--- config.mk ---
export PLATFORM = sky130hd
export DESIGN_NAME = ahb_uart_arbiter
export DESIGN_NICKNAME = d
export VERILOG_FILES = /design/src/rtl/ahb_uart_arbiter.sv
export SDC_FILE = /design/constraint.sdc
export NUM_CORES = 1
export LEC_CHECK = 0
export BUFFER_PORTS_ARGS = -buffer_cell sky130_fd_sc_hd__buf_2
export CORE_AREA = 2 2 121 123
export DETAILED_ROUTE_END_ITERATION = 12
export DIE_AREA = 0 0 123 125
export PLACE_DENSITY = 0.78
export SYNTH_ARGS = -nofsm -noshare
export SYNTH_HDL_FRONTEND = slang
export SYNTH_SLANG_ARGS = --single-unit
--- constraint.sdc ---
create_clock -name clk_i -period 2.1 [get_ports clk_i]
set_input_delay 0.63 -clock clk_i [delete_from_list [all_inputs] [get_ports clk_i]]
set_output_delay 0.63 -clock clk_i [all_outputs]
set_load 0.02 [all_outputs]
--- src/rtl/ahb_uart_arbiter.sv ---
// Two-requester round-robin AHB-Lite single-transfer master for the AHB_APB_UART bridge.
// Optional data-phase timeout is enabled by defining ARB_TIMEOUT_EN.
module ahb_uart_arbiter #(
    parameter int unsigned ADDR_W      = 32,
    parameter int unsigned DATA_W      = 32,
    parameter int unsigned TIMEOUT_CYC = 255
) (
    input  logic              clk_i,
    input  logic              rst_ni,
    input  logic              m0_req_i,
    input  logic              m0_we_i,
    input  logic [ADDR_W-1:0] m0_addr_i,
    input  logic [DATA_W-1:0] m0_wdata_i,
    input  logic [1:0]        m0_size_i,
    output logic              m0_gnt_o,
    output logic              m0_done_o,
    output logic              m0_err_o,
    output logic [DATA_W-1:0] m0_rdata_o,
    input  logic              m1_req_i,
    input  logic              m1_we_i,
    input  logic [ADDR_W-1:0] m1_addr_i,
    input  logic [DATA_W-1:0] m1_wdata_i,
    input  logic [1:0]        m1_size_i,
    output logic              m1_gnt_o,
    output logic              m1_done_o,
    output logic              m1_err_o,
    output logic [DATA_W-1:0] m1_rdata_o,
    output logic              HSEL_o,
    output logic [ADDR_W-1:0] HADDR_o,
    output logic              HWRITE_o,
    output logic [1:0]        HTRANS_o,
    output logic [1:0]        HSIZE_o,
    output logic [DATA_W-1:0] HWDATA_o,
    input  logic              HREADY_i,
    input  logic [DATA_W-1:0] HRDATA_i,
    input  logic [1:0]        HRESP_i,
    output logic              busy_o
);

    typedef enum logic [1:0] {
        IDLE = 2'd0,
        ADDR = 2'd1,
        DATA = 2'd2
    } state_t;

    state_t            state;
    logic              last_owner;
    logic              owner;
    logic              hsel_q;
    logic [ADDR_W-1:0] haddr_q;
    logic              hwrite_q;
    logic [1:0]        htrans_q;
    logic [1:0]        hsize_q;
    logic [DATA_W-1:0] hwdata_q;
    logic [1:0]        done_q;
    logic [1:0]        err_q;
    logic [DATA_W-1:0] rdata0_q;
    logic [DATA_W-1:0] rdata1_q;

    logic req_any;
    logic win;
    logic grant;
    logic timeout;

    always_comb begin
        req_any = m0_req_i | m1_req_i;
        // On a tie the requester that did not own the previous grant wins.
        win     = (m0_req_i && m1_req_i) ? ~last_owner : m1_req_i;
        grant   = rst_ni && (state == IDLE) && req_any;
    end

    assign m0_gnt_o = grant && !win;
    assign m1_gnt_o = grant && win;

`ifdef ARB_TIMEOUT_EN
    localparam int unsigned          CNT_W    = $clog2(TIMEOUT_CYC + 1);
    localparam logic [CNT_W-1:0]     CNT_LAST = CNT_W'(TIMEOUT_CYC - 1);

    logic [CNT_W-1:0] wait_cnt;

    always_ff @(posedge clk_i or negedge rst_ni) begin
        if (!rst_ni) begin
            wait_cnt <= '0;
        end else if (state == ADDR) begin
            wait_cnt <= '0;
        end else if (state == DATA && !HREADY_i) begin
            wait_cnt <= wait_cnt + 1'b1;
        end
    end

    // Fires on the TIMEOUT_CYC-th consecutive wait cycle so done lands that many cycles into DATA.
    always_comb begin
        timeout = (state == DATA) && !HREADY_i && (wait_cnt == CNT_LAST);
    end
`else
    always_comb begin
        timeout = 1'b0;
    end
`endif

    always_ff @(posedge clk_i or negedge rst_ni) begin
        if (!rst_ni) begin
            state      <= IDLE;
            last_owner <= 1'b1;
            owner      <= 1'b0;
            hsel_q     <= 1'b0;
            haddr_q    <= '0;
            hwrite_q   <= 1'b0;
            htrans_q   <= 2'b00;
            hsize_q    <= 2'b00;
            hwdata_q   <= '0;
            done_q     <= '0;
            err_q      <= '0;
            rdata0_q   <= '0;
            rdata1_q   <= '0;
        end else begin
            done_q <= '0;
            err_q  <= '0;
            case (state)
                IDLE: begin
                    if (req_any) begin
                        owner      <= win;
                        last_owner <= win;
                        hsel_q     <= 1'b1;
                        htrans_q   <= 2'b10;
                        haddr_q    <= win ? m1_addr_i  : m0_addr_i;
                        hwrite_q   <= win ? m1_we_i    : m0_we_i;
                        hsize_q    <= win ? m1_size_i  : m0_size_i;
                        hwdata_q   <= win ? m1_wdata_i : m0_wdata_i;
                        state      <= ADDR;
                    end
                end
                ADDR: begin
                    htrans_q <= 2'b00;
                    state    <= DATA;
                end
                DATA: begin
                    if (HREADY_i || timeout) begin
                        done_q[owner] <= 1'b1;
                        err_q[owner]  <= timeout || (HRESP_i == 2'b01);
                        if (HREADY_i && !hwrite_q) begin
                            if (owner) rdata1_q <= HRDATA_i;
                            else       rdata0_q <= HRDATA_i;
                        end
                        // Bus outputs are cleared so IDLE presents an all-zero bus.
                        hsel_q   <= 1'b0;
                        haddr_q  <= '0;
                        hwrite_q <= 1'b0;
                        hsize_q  <= 2'b00;
                        hwdata_q <= '0;
                        state    <= IDLE;
                    end
                end
                default: state <= IDLE;
            endcase
        end
    end

    assign HSEL_o     = hsel_q;
    assign HADDR_o    = haddr_q;
    assign HWRITE_o   = hwrite_q;
    assign HTRANS_o   = htrans_q;
    assign HSIZE_o    = hsize_q;
    assign HWDATA_o   = hwdata_q;
    assign busy_o     = hsel_q;
    assign m0_done_o  = done_q[0];
    assign m1_done_o  = done_q[1];
    assign m0_err_o   = err_q[0];
    assign m1_err_o   = err_q[1];
    assign m0_rdata_o = rdata0_q;
    assign m1_rdata_o = rdata1_q;

endmodule
[Word-level counts from Yosys, hierarchy flattened]
Cells that the tools add are included.
Operators by class
  $lt $le $gt $ge: 2
  eq/ne operators: 5
  mux-type cells: 28
  bitwise gates (word level): 4
  reductions and logical operators: 18
Operators with widths (number)
  two-way mux 32 bit: 5
  one-hot mux 32 bit (2 select lines): 2
  two-way mux 2 bit: 9
  one-hot mux 2 bit (2 select lines): 2
  AND reduction 4 bit: 2
  logical AND 1 bit: 7
  two-way mux 1 bit: 6
  one-hot mux 2 bit (3 select lines): 1
  AND reduction 2 bit: 3
  == test 2 x 1 -> 1 bit, second input constant: 2
  inequality test 2 bit, second input constant: 2
  one-hot mux 1 bit (2 select lines): 2
  nonzero test 2 bit: 2
  AND reduction 3 bit: 1
  AND 2 bit: 1
  == test 2 bit, second input constant: 1
  logical NOT 1 bit: 2
  logical NOT 2 bit: 1
  less-than comparator 1 x 2 -> 1 bit, second input constant: 1
  inverter 1 bit: 2
  demux 1 bit (select 1 bit): 1
  greater-or-equal comparator 1 bit, second input constant: 1
  OR 1 bit: 1
Word-level totals
  register bits after elaboration: 142

[Depth between registers and ports, before layout]
Gate-level depths: netlist of the first run.
  depth in word-level cells: 7
  gate-level depth with buffers: 5
  depth with buffers taken out: 4

[Worst setup path after synthesis of the first run]
OpenSTA, ideal clock, no wires.
  path type: input to output
  from: input port m1_req_i
  to: output port m0_gnt_o
  data arrival time: 1.787 ns
  required time: 1.470 ns
  path slack: -0.317 ns
  cell stages on the path: 5
  buffers on the path: 2
  path through: nor2_1 or3_1 buf_2 buf_2 nor3b_1
Between the ends
  cells in the longest elaborated chain, start to end: 4
Ends and longest elaborated chain
  start, declared: RTL line 19  | input logic m1_req_i,
  logical AND 1 bit: RTL line 68  | win = (m0_req_i && m1_req_i) ? ~last_owner : m1_req_i;
  two-way mux 1 bit: RTL line 68
  logical NOT 1 bit: RTL line 72  | assign m0_gnt_o = grant && !win;
  logical AND 1 bit (*): RTL line 72
  end, declared: RTL line 15  | output logic m0_gnt_o,
Every way passes the cells marked *; elsewhere a longest branch is shown, timed or not.

[Worst setup path after layout of the first run]
  from: register state[1]
  to: output port m1_gnt_o
Between the ends
  cells in the longest elaborated chain, start to end: 4
Ends and longest elaborated chain
  start, declared: RTL line 46  | state_t state;
  start signal, assigned: RTL line 103  | state <= IDLE;
  start signal, assigned: RTL line 130  | state <= ADDR;
  start signal, assigned: RTL line 135  | state <= DATA;
  logical NOT 2 bit: RTL line 69  | grant = rst_ni && (state == IDLE) && req_any;
  logical AND 1 bit (2 in series): RTL line 69
  logical AND 1 bit: RTL line 73  | assign m1_gnt_o = grant && win;
  end, declared: RTL line 24  | output logic m1_gnt_o,
No other way between the ends.

==> results.json, run 1 <==
{
  "rsz0062_at_grt": "yes",
  "post_synth_inst_count": 398,
  "synth_largest_area_cell": "sky130_fd_sc_hd__dfrtp_1",
  "antenna_cells_inserted": 0,
  "place.detailed.hpwl_um": 11520,
  "path_delay_family": "simple AND/OR/NAND/NOR gates",
  "grt_pass1_wl_um": 24530,
  "viasPerCell": 4.986,
  "setup_violations": 2,
  "gr-usage-all-layers": 0.2040,
  "floorplan.die_area_um2": 15380,
  "global_route.overflow_total": 0,
  "cts_root_buf": "sky130_fd_sc_hd__clkbuf_16",
  "edff_count_synth": 0,
  "clock_skew_ns": 0.006880,
  "startpoint_type": "register",
  "area_growth_syn_to_layout_pct": 42.50,
  "tritoncts": "yes",
  "mostFrequentLayoutCell": "sky130_fd_sc_hd__buf_2",
  "synth_top_cells_by_area": "sky130_fd_sc_hd__dfrtp_1 (60%), sky130_fd_sc_hd__mux2_2 (12%), sky130_fd_sc_hd__mux2i_1 (11%)",
  "synth_ff_type": "sky130_fd_sc_hd__dfrtp_1",
  "ctsHtreeMaxLevel": 4,
  "arrival_ns": 1.56,
  "timing.critical_path.slowest_cell_delay_ns": 0.42,
  "worst_margin_pin_slew_ns": 0.5338,
  "placeableCoreArea_um2": 14200,
  "final_critical_path_setup_slack_ns": -0.08882,
  "clkTransAtPathRegs_ns": 0.06,
  "final_period_minus_worst_setup_slack_ns": 2.189,
  "grt_max_degree": 103,
  "timing.max_cap.violations": 0,
  "finalNonFillerCells": 916,
  "n_fill_cell": 1153,
  "ys_async_sr_fraction": 1.000,
  "detail_route.iter0.violations": 231,
  "cts_made_buffers": 17,
  "port-buffer-count": 312,
  "power.clock.fraction": 0.224,
  "layout.area.seq_um2": 3530,
  "synth_area_um2": 5876,
  "post-route-period-util": 1.042,
  "total_leakage_power_nw": 4.276,
  "clock_tree.buffer_depth": 2,
  "post-place-cells": 881,
  "run_status": "finished, violations left",
  "achievable-frequency_ghz": 0.4569,
  "slew_headroom": 0.6441,
  "power.density_cell_area_nw_per_um2": 1583,
  "crit_path_end_kind": "primary output",
  "drcViolationCount": 0,
  "die_width_um": 123,
  "ioPinCount": 314,
  "ant_nets": 0,
  "fin_total_pwr_mw": 13.25,
  "ir_worst_vdd_mv": 0.9280,
  "wirelength_um": 15400,
  "dp_slack_ns": -0.1958,
  "synth_seq_cells": 141,
  "layout_common_cells": "sky130_fd_sc_hd__buf_2 (309), sky130_fd_sc_hd__dfrtp_1 (140), sky130_fd_sc_hd__mux2i_1 (67), sky130_fd_sc_hd__o2bb2ai_1 (67), sky130_fd_sc_hd__mux2_2 (62)",
  "path_cells": "or3_4 > inv_2 > and3_4 > buf_6",
  "die-height_um": 125,
  "drv_slew": 0,
  "grt_antenna_before_repair": 1,
  "floorplan.initialDensity": 0.4137,
  "fraction_of_layout_instances_using_a_drive_strength_above_1": 0.5956,
  "cell_internal_pwr_mw": 8.057,
  "cts.hold.buffers_added": 0,
  "number_of_global_route_vias_before_repair": 4870,
  "firstDrtPassIters": 4,
  "dr_total_vias": 4567,
  "report.final.hold_viol_count": 0,
  "timing_worst_setup_path_type": "register to primary output",
  "multi_input_comb_area_um2": 2178,
  "seq_power_share": 0.352,
  "synth-seq-area-share": 0.6007,
  "final_nets": 892,
  "clkSinkCount": 141,
  "worst-path-buf-inv": 2,
  "worst-path-max-fanout": 3,
  "core.rowCount": 44,
  "routability_driven_placement_congestion_ratio": 0.8353,
  "comb_power_share": 0.424,
  "worst_ep_required_time_ns": 1.47,
  "hp_class": "input pin to async pin",
  "violations_in_the_final_reports": "setup timing",
  "netSwitchingPower_mw": 5.195,
  "crit_path_top_delay_cell": "sky130_fd_sc_hd__or3_4",
  "insertion_delay_ns": 0.40,
  "power.switching_fraction": 0.3920,
  "synthesis.area_per_instance_um2": 14.76,
  "wire_per_inst_um": 16.81,
  "netlist.area_leader.share": 0.5963,
  "ys_types": 27,
  "ys.warnings.count": 0,
  "synth.net_count": 571
}
-- worst paths after layout --
path                                          from                          to  slack (ns)  cells past startpoint
min in group clk_i                     HRDATA_i[5]   m1_rdata_o[5]$_DFFE_PN0P_        0.45                      2
hold / removal                              rst_ni           owner$_DFFE_PN0P_        0.29                      2
max in group asynchronous                   rst_ni  m1_rdata_o[18]$_DFFE_PN0P_        1.38                      2
setup reg to reg              state[0]$_DFFE_PN0P_  m1_rdata_o[24]$_DFFE_PN0P_        0.26                      5
setup / recovery              state[1]$_DFFE_PN0P_                    m1_gnt_o       -0.09                      4
hold reg to reg            HWDATA_o[2]$_DFFE_PN0P_     HWDATA_o[2]$_DFFE_PN0P_        0.48                      1
-- routing by layer --
metal  routed length, um  global-route usage
met1                5858              0.2327
met2                7759              0.3464
met3                1456             0.08120
met4                 311             0.06885
met5                  13                   0
-- stage by stage --
step / TNS (ns) / hold slack (ns) / utilization / instance area [um2]
2_1_floorplan: -0.07407 / 0.3344 / - / 5899
3_3_place_gp: -0.2663 / 0.4591 / 0.5443 / 7731
3_5_place_dp: -0.3217 / 0.4689 / 0.5443 / 7731
4_1_cts: -0.1547 / 0.3201 / 0.5895 / 8373
5_1_grt: -0.2557 / 0.3308 / 0.5895 / 8373
6_report: -0.1402 / 0.2907 / 0.5895 / 8373
-- power groups by stage --
| stage | sequential (mW) | combinational (mW) | clock [mW] |
|---|---|---|---|
| final | 4.66 | 5.61 | 2.97 |
| after global routing | 4.83 | 6.01 | 3.18 |
| after CTS | 4.68 | 5.67 | 3.03 |
| after detailed placement | 4.69 | 5.59 | 0 |
| after global placement | 4.62 | 5.47 | 0 |
| after floorplan | 6.13 | 2.01 | 0 |
-- area by class of cell --
type                       instances  share of cell area
inverter                           3            0.001345
clock buffer                      18             0.05245
clock inverter                    14             0.01898
sequential                       141              0.4215
timing repair buffer             333              0.2180
multi-input combinational        223              0.2602
tap                              184             0.02750
-- cell usage after synthesis (2+ instances only) --
cell	instances
sky130_fd_sc_hd__buf_1	3
sky130_fd_sc_hd__buf_2	8
sky130_fd_sc_hd__buf_4	11
sky130_fd_sc_hd__buf_6	3
sky130_fd_sc_hd__clkbuf_1	6
sky130_fd_sc_hd__dfrtp_1	140
sky130_fd_sc_hd__inv_1	3
sky130_fd_sc_hd__mux2_1	4
sky130_fd_sc_hd__mux2_2	62
sky130_fd_sc_hd__mux2i_1	67
sky130_fd_sc_hd__nand2_1	4
sky130_fd_sc_hd__nand2b_1	3
sky130_fd_sc_hd__nor2_1	3
sky130_fd_sc_hd__nor3_1	2
sky130_fd_sc_hd__o2bb2ai_1	67
-- state kept, by name (all words and copies together) (netlist names) --
register / cells
HADDR_o: 32
HSEL_o: 1
HSIZE_o: 2
HTRANS_o: 1
HWDATA_o: 32
HWRITE_o: 1
done_q: 2
err_q: 2
last_owner: 1
m0_rdata_o: 32
m1_rdata_o: 32
owner: 1
state: 2
-- cell families (layout without fill, tap and decap cells) --
kind of cell / after synthesis / after routing / synth area share
other: 1 / 1 / 0.0006382
muxes: 133 / 133 / 0.2406
buffers and inverters: 34 / 368 / 0.03428
and+or+nand+nor: 19 / 19 / 0.02023
DFF: 141 / 141 / 0.6007
AOI/OAI and AO/OA: 70 / 70 / 0.1035
-- repair_timing --
action / 4_1_cts / 5_1_grt
setup buffers: 3 / 0
pin swaps: 3 / 0
setup endpoints to repair: 2 / 2
resized for setup: 7 / 0
Note: power is estimated with default switching activity, not from simulation.
==> inputs of run 2 (changes only) <==
--- a/config.mk
+++ b/config.mk
@@ -6,10 +6,13 @@
 export NUM_CORES = 1
 export LEC_CHECK = 0
 export BUFFER_PORTS_ARGS = -buffer_cell sky130_fd_sc_hd__buf_2
-export CORE_AREA = 2 2 121 123
+export CAP_MARGIN = 10
+export CELL_PAD_IN_SITES_DETAIL_PLACEMENT = 2
+export CELL_PAD_IN_SITES_GLOBAL_PLACEMENT = 2
+export CORE_MARGIN = 1.5
+export CORE_UTILIZATION = 28
 export DETAILED_ROUTE_END_ITERATION = 12
-export DIE_AREA = 0 0 123 125
-export PLACE_DENSITY = 0.78
+export PLACE_DENSITY = 0.83
 export SYNTH_ARGS = -nofsm -noshare
 export SYNTH_HDL_FRONTEND = slang
 export SYNTH_SLANG_ARGS = --single-unit
==> results.json, run 2 (same netlist as run 1, synthesis figures left out) <==
{
  "power.density_cell_area_nw_per_um2": 1605,
  "die_width_um": 147.9,
  "wirelength_um": 19700,
  "ioPinCount": 314,
  "gr-usage-all-layers": 0.1839,
  "global_route.overflow_total": 0,
  "area_growth_syn_to_layout_pct": 43.91,
  "finalNonFillerCells": 1001,
  "post-route-cell-area_um2": 8456,
  "grt_antenna_before_repair": 1,
  "report.final.hold_viol_count": 0,
  "insertion_delay_ns": 0.41,
  "grt_max_degree": 142,
  "post-place-cells": 965,
  "clkSinkCount": 141,
  "worst_margin_pin_slew_ns": 0.9180,
  "setup_violations": 2,
  "rsz0062_at_grt": "yes",
  "total_leakage_power_nw": 4.257,
  "clock_skew_ns": 0.008939,
  "mostFrequentLayoutCell": "sky130_fd_sc_hd__buf_2",
  "ir_worst_vdd_mv": 0.7013,
  "placeableCoreArea_um2": 20430,
  "fin_total_pwr_mw": 13.57,
  "floorplan.die_area_um2": 21860,
  "grt_pass1_wl_um": 31000,
  "cts_root_buf": "sky130_fd_sc_hd__clkbuf_16",
  "drv_slew": 0,
  "cts_made_buffers": 17,
  "number_of_global_route_vias_before_repair": 5510,
  "dr_total_vias": 4653,
  "arrival_ns": 1.56,
  "final_critical_path_setup_slack_ns": -0.09302,
  "timing.critical_path.slowest_cell_delay_ns": 0.42,
  "worst-path-buf-inv": 1,
  "ctsHtreeMaxLevel": 4,
  "run_status": "finished, violations left",
  "floorplan.initialDensity": 0.2876,
  "viasPerCell": 4.648,
  "startpoint_type": "register",
  "slew_headroom": 0.3880,
  "worst-path-max-fanout": 3,
  "clock_tree.buffer_depth": 2,
  "crit_path_top_delay_cell": "sky130_fd_sc_hd__or3_4",
  "core.rowCount": 52,
  "port-buffer-count": 312,
  "firstDrtPassIters": 4,
  "fraction_of_layout_instances_using_a_drive_strength_above_1": 0.5932,
  "timing_worst_setup_path_type": "register to primary output",
  "path_cells": "or3_4 > nor3b_4 > buf_6",
  "worst_ep_required_time_ns": 1.47,
  "violations_in_the_final_reports": "setup timing",
  "routability_driven_placement_congestion_ratio": 0.7392,
  "layout_common_cells": "sky130_fd_sc_hd__buf_2 (309), sky130_fd_sc_hd__dfrtp_1 (140), sky130_fd_sc_hd__mux2i_1 (67), sky130_fd_sc_hd__o2bb2ai_1 (67), sky130_fd_sc_hd__mux2_2 (62)",
  "path_delay_family": "simple AND/OR/NAND/NOR gates",
  "final_period_minus_worst_setup_slack_ns": 2.193,
  "achievable-frequency_ghz": 0.4560,
  "drcViolationCount": 0,
  "timing.max_cap.violations": 0,
  "cts.hold.buffers_added": 0,
  "post-route-period-util": 1.044,
  "ant_nets": 0,
  "final_nets": 890,
  "die-height_um": 147.9,
  "hp_class": "input pin to async pin",
  "tritoncts": "yes",
  "detail_route.iter0.violations": 71,
  "wire_per_inst_um": 19.68,
  "clkTransAtPathRegs_ns": 0.07,
  "crit_path_end_kind": "primary output",
  "place.detailed.hpwl_um": 14930,
  "postPlaceCellArea_um2": 7811
}
## run 2: cell types whose count changed in the layout (fill, tap and decap cells not counted), sizes merged
| cell | before | now |
|---|---|---|
| clkinv | 6 | 3 |
| buf | 333 | 331 |
| inv | 7 | 8 |
| diode | 0 | 1 |
| clkinvlp | 2 | 3 |
| clkbuf | 18 | 19 |
## run 2: area by class of cell
type	count	area, um2
inverters	3	11.26
multi-input cells	223	2178
diodes	1	2.502
flip-flops and latches	141	3530
clock inverters	13	155.1
well taps	270	337.8
fillers	2130	11970
repair buffers	331	1798
clock buffers	19	442.9
## run 2: power breakdown
group	internal (mW)	total [mW]	switching (mW)
logic	2.27	5.82	3.54
clock network	1.81	3.04	1.23
registers	3.98	4.71	0.731
## run 2: repair_timing
item                                    in CTS  in global routing
pin swaps                                    3                  2
gates resized for setup                      7                  0
endpoints found under the setup margin       2                  2
setup buffers                                2                  1
## run 2: per-stage QoR
stage	hold WS, ns	TNS (ns)	util	worst slack, ns
after floorplan	0.3344	-0.07407	-	-0.04536
after global placement	0.4663	-0.2743	0.3823	-0.1518
after detailed placement	0.4630	-0.4481	0.3823	-0.2335
after CTS	0.3841	-0.2162	0.4134	-0.1094
after global routing	0.3774	-0.3340	0.4139	-0.1887
final	0.2331	-0.1785	0.4139	-0.09302
## run 2: routing by layer
layer | vias to the layer above | share of wire | track usage
met5 | - | 0 | 0
met4 | 0 | 0.022 | 0.06980
met3 | 32 | 0.075 | 0.05957
met2 | 202 | 0.53 | 0.3376
met1 | 2300 | 0.37 | 0.1951
li1 | 2119 | - | -
## run 2: final timing paths
check                                        start                    endpoint  slack (ns)  cells after the start
setup reg to reg              state[0]$_DFFE_PN0P_  m0_rdata_o[13]$_DFFE_PN0P_        0.21                      6
setup / recovery              state[0]$_DFFE_PN0P_                    m0_gnt_o       -0.09                      3
hold / removal                              rst_ni    HWDATA_o[12]$_DFFE_PN0P_        0.23                      2
hold reg to reg            HTRANS_o[1]$_DFFE_PN0P_     HTRANS_o[1]$_DFFE_PN0P_        0.48                      2
min in group clk_i                    HRDATA_i[30]  m1_rdata_o[30]$_DFFE_PN0P_        0.45                      2
max in group asynchronous                   rst_ni    HWDATA_o[29]$_DFFE_PN0P_        1.06                      2
==> inputs of run 3 (changes only) <==
--- a/config.mk
+++ b/config.mk
@@ -13,6 +13,7 @@
 export CORE_UTILIZATION = 28
 export DETAILED_ROUTE_END_ITERATION = 12
 export PLACE_DENSITY = 0.83
+export REMOVE_ABC_BUFFERS = 1
 export SYNTH_ARGS = -nofsm -noshare
 export SYNTH_HDL_FRONTEND = slang
 export SYNTH_SLANG_ARGS = --single-unit
==> results.json, run 3 (same netlist as run 1, synthesis figures left out) <==
{
  "worst-r2r-cell-count": 5,
  "global_route.overflow_total": 0,
  "timing_worst_setup_path_type": "register to primary output",
  "slew_headroom": 0.5084,
  "placeableCoreArea_um2": 20430,
  "clkSinkCount": 141,
  "clkTransAtPathRegs_ns": 0.06,
  "total_leakage_power_nw": 4.297,
  "ir_worst_vdd_mv": 0.6245,
  "floorplan.die_area_um2": 21860,
  "violations_in_the_final_reports": "setup timing",
  "ant_nets": 0,
  "drcViolationCount": 0,
  "floorplan.initialDensity": 0.2876,
  "arrival_ns": 1.57,
  "post-route-period-util": 1.048,
  "die-height_um": 147.9,
  "rsz0062_at_grt": "yes",
  "wire_per_inst_um": 19.81,
  "grt_pass1_wl_um": 31150,
  "viasPerCell": 4.668,
  "final_critical_path_setup_slack_ns": -0.1010,
  "crit_path_end_kind": "primary output",
  "timing.max_cap.violations": 0,
  "finalNonFillerCells": 1006,
  "path_cells": "or3_4 > inv_2 > and3_4 > buf_6",
  "seq_power_share": 0.346,
  "post-place-cells": 970,
  "insertion_delay_ns": 0.42,
  "die_width_um": 147.9,
  "worst_margin_pin_slew_ns": 0.7373,
  "drv_slew": 0,
  "grt_antenna_before_repair": 0,
  "worstSetupPathDepth": 4,
  "core_occupancy_in_the_finished_layout": 0.4155,
  "cell_internal_pwr_mw": 8.050,
  "comb_power_share": 0.425,
  "path_delay_family": "simple AND/OR/NAND/NOR gates",
  "antenna_cells_inserted": 0,
  "detail_route.iter0.violations": 86,
  "port-buffer-count": 312,
  "cts_root_buf": "sky130_fd_sc_hd__clkbuf_16",
  "place.detailed.hpwl_um": 15330,
  "ioPinCount": 314,
  "worst-path-buf-inv": 2,
  "tritoncts": "yes",
  "n_fill_cell": 2138,
  "wirelength_um": 19920,
  "core.rowCount": 52,
  "clock_skew_ns": 0.01265,
  "number_of_global_route_vias_before_repair": 5563,
  "final_period_minus_worst_setup_slack_ns": 2.201,
  "worst-path-max-fanout": 3,
  "setup_violations": 2,
  "mostFrequentLayoutCell": "sky130_fd_sc_hd__buf_2",
  "routability_driven_placement_congestion_ratio": 0.7725,
  "worst_ep_required_time_ns": 1.47,
  "firstDrtPassIters": 4,
  "netSwitchingPower_mw": 5.584,
  "power.clock.fraction": 0.229,
  "final_nets": 896,
  "achievable-frequency_ghz": 0.4543,
  "dr_total_vias": 4696,
  "cts_made_buffers": 17,
  "power.switching_fraction": 0.4096,
  "ctsHtreeMaxLevel": 4,
  "fin_total_pwr_mw": 13.63,
  "grt_max_degree": 84,
  "layout_common_cells": "sky130_fd_sc_hd__buf_2 (309), sky130_fd_sc_hd__dfrtp_1 (140), sky130_fd_sc_hd__mux2i_1 (67), sky130_fd_sc_hd__o2bb2ai_1 (67), sky130_fd_sc_hd__mux2_2 (62)",
  "hp_class": "input pin to async pin",
  "clock_tree.buffer_depth": 2,
  "crit_path_top_delay_cell": "sky130_fd_sc_hd__or3_4",
  "timing.critical_path.slowest_cell_delay_ns": 0.41,
  "report.final.hold_viol_count": 0,
  "fraction_of_layout_instances_using_a_drive_strength_above_1": 0.5965,
  "power.density_cell_area_nw_per_um2": 1606,
  "run_status": "finished, violations left",
  "worst_hold_slack_ns": 0.1699,
  "startpoint_type": "register",
  "gr-usage-all-layers": 0.1843,
  "area_growth_syn_to_layout_pct": 44.48
}
[run 3: cell types whose count changed in the layout (fill, tap and decap cells not counted), moves of 2 or more]
| cell | change |
|---|---|
| sky130_fd_sc_hd__inv_8 | +3 |
| sky130_fd_sc_hd__inv_6 | +4 |
| sky130_fd_sc_hd__clkinv_4 | -2 |
| sky130_fd_sc_hd__buf_4 | +7 |
| sky130_fd_sc_hd__clkinvlp_4 | -3 |
[run 3: power groups by stage]
stage                     sequential (mW)  combinational, mW  clock, mW
after CTS                            4.75               5.89       3.24
after detailed placement             4.76               5.82          0
after floorplan                      6.14               1.99          0
after global routing                 4.88               6.19       3.36
after global placement               4.64               5.55          0
final                                4.72               5.79       3.13
[run 3: final timing paths]
| check | start | end | slack [ns] |
|---|---|---|---|
| setup / recovery | state[0]$_DFFE_PN0P_ | m1_gnt_o | -0.10 |
| max in group asynchronous | rst_ni | HWDATA_o[2]$_DFFE_PN0P_ | 1.25 |
| setup reg to reg | state[0]$_DFFE_PN0P_ | m1_rdata_o[13]$_DFFE_PN0P_ | 0.29 |
| hold / removal | rst_ni | last_owner$_DFFE_PN1P_ | 0.17 |
| min in group clk_i | HRDATA_i[5] | m0_rdata_o[5]$_DFFE_PN0P_ | 0.45 |
| hold reg to reg | HTRANS_o[1]$_DFFE_PN0P_ | HTRANS_o[1]$_DFFE_PN0P_ | 0.48 |
[run 3: what timing repair did]
action,in CTS,in global routing
endpoints found under the setup margin,2,2
setup buffers,2,1
hold buffers,1,0
resized for setup,7,0
pin swaps,2,2
endpoints found under the hold margin,5,0
cloned,0,0
[run 3: metrics by stage]
stage          area [um2]  setup slack, ns  setup TNS, ns
2_1_floorplan        5685           -7.368        -462.73
3_3_place_gp         7825          -0.1948        -0.3672
3_5_place_dp         7825          -0.2314         -1.033
4_1_cts              8482          -0.1351        -0.2696
5_1_grt              8489          -0.1658        -0.3167
6_report             8489          -0.1010        -0.1711
[run 3: worst reg2reg max path, delay by kind of cell, from the launching register on]
family	cells	cell delay, ns
and+or+nand+nor	2	0.57
muxes	1	0.38
DFF	1	0.38
buffers and inverters	2	0.37
[run 3: final cells by class]
| cell class | instances | area [um2] | area share |
|---|---|---|---|
| Inverter | 3 | 11.26 | 0.001326 |
| Clock inverter | 15 | 183.9 | 0.02167 |
| Sequential cell | 141 | 3530 | 0.4158 |
| Clock buffer | 17 | 425.4 | 0.05011 |
| Tap cell | 270 | 337.8 | 0.03979 |
| Timing Repair Buffer | 337 | 1829 | 0.2155 |
| Multi-Input combinational cell | 223 | 2172 | 0.2559 |
[run 3: per-layer routing]
| metal | vias to the layer above | global-route usage | wire (um) | part of all wire |
|---|---|---|---|---|
| li1 | 2131 | - | - | - |
| met1 | 2333 | 0.2045 | 7589 | 0.38 |
| met2 | 210 | 0.3357 | 10400 | 0.52 |
| met3 | 22 | 0.05864 | 1641 | 0.082 |
| met4 | 0 | 0.05446 | 291 | 0.015 |
| met5 | - | 0 | 0 | 0 |
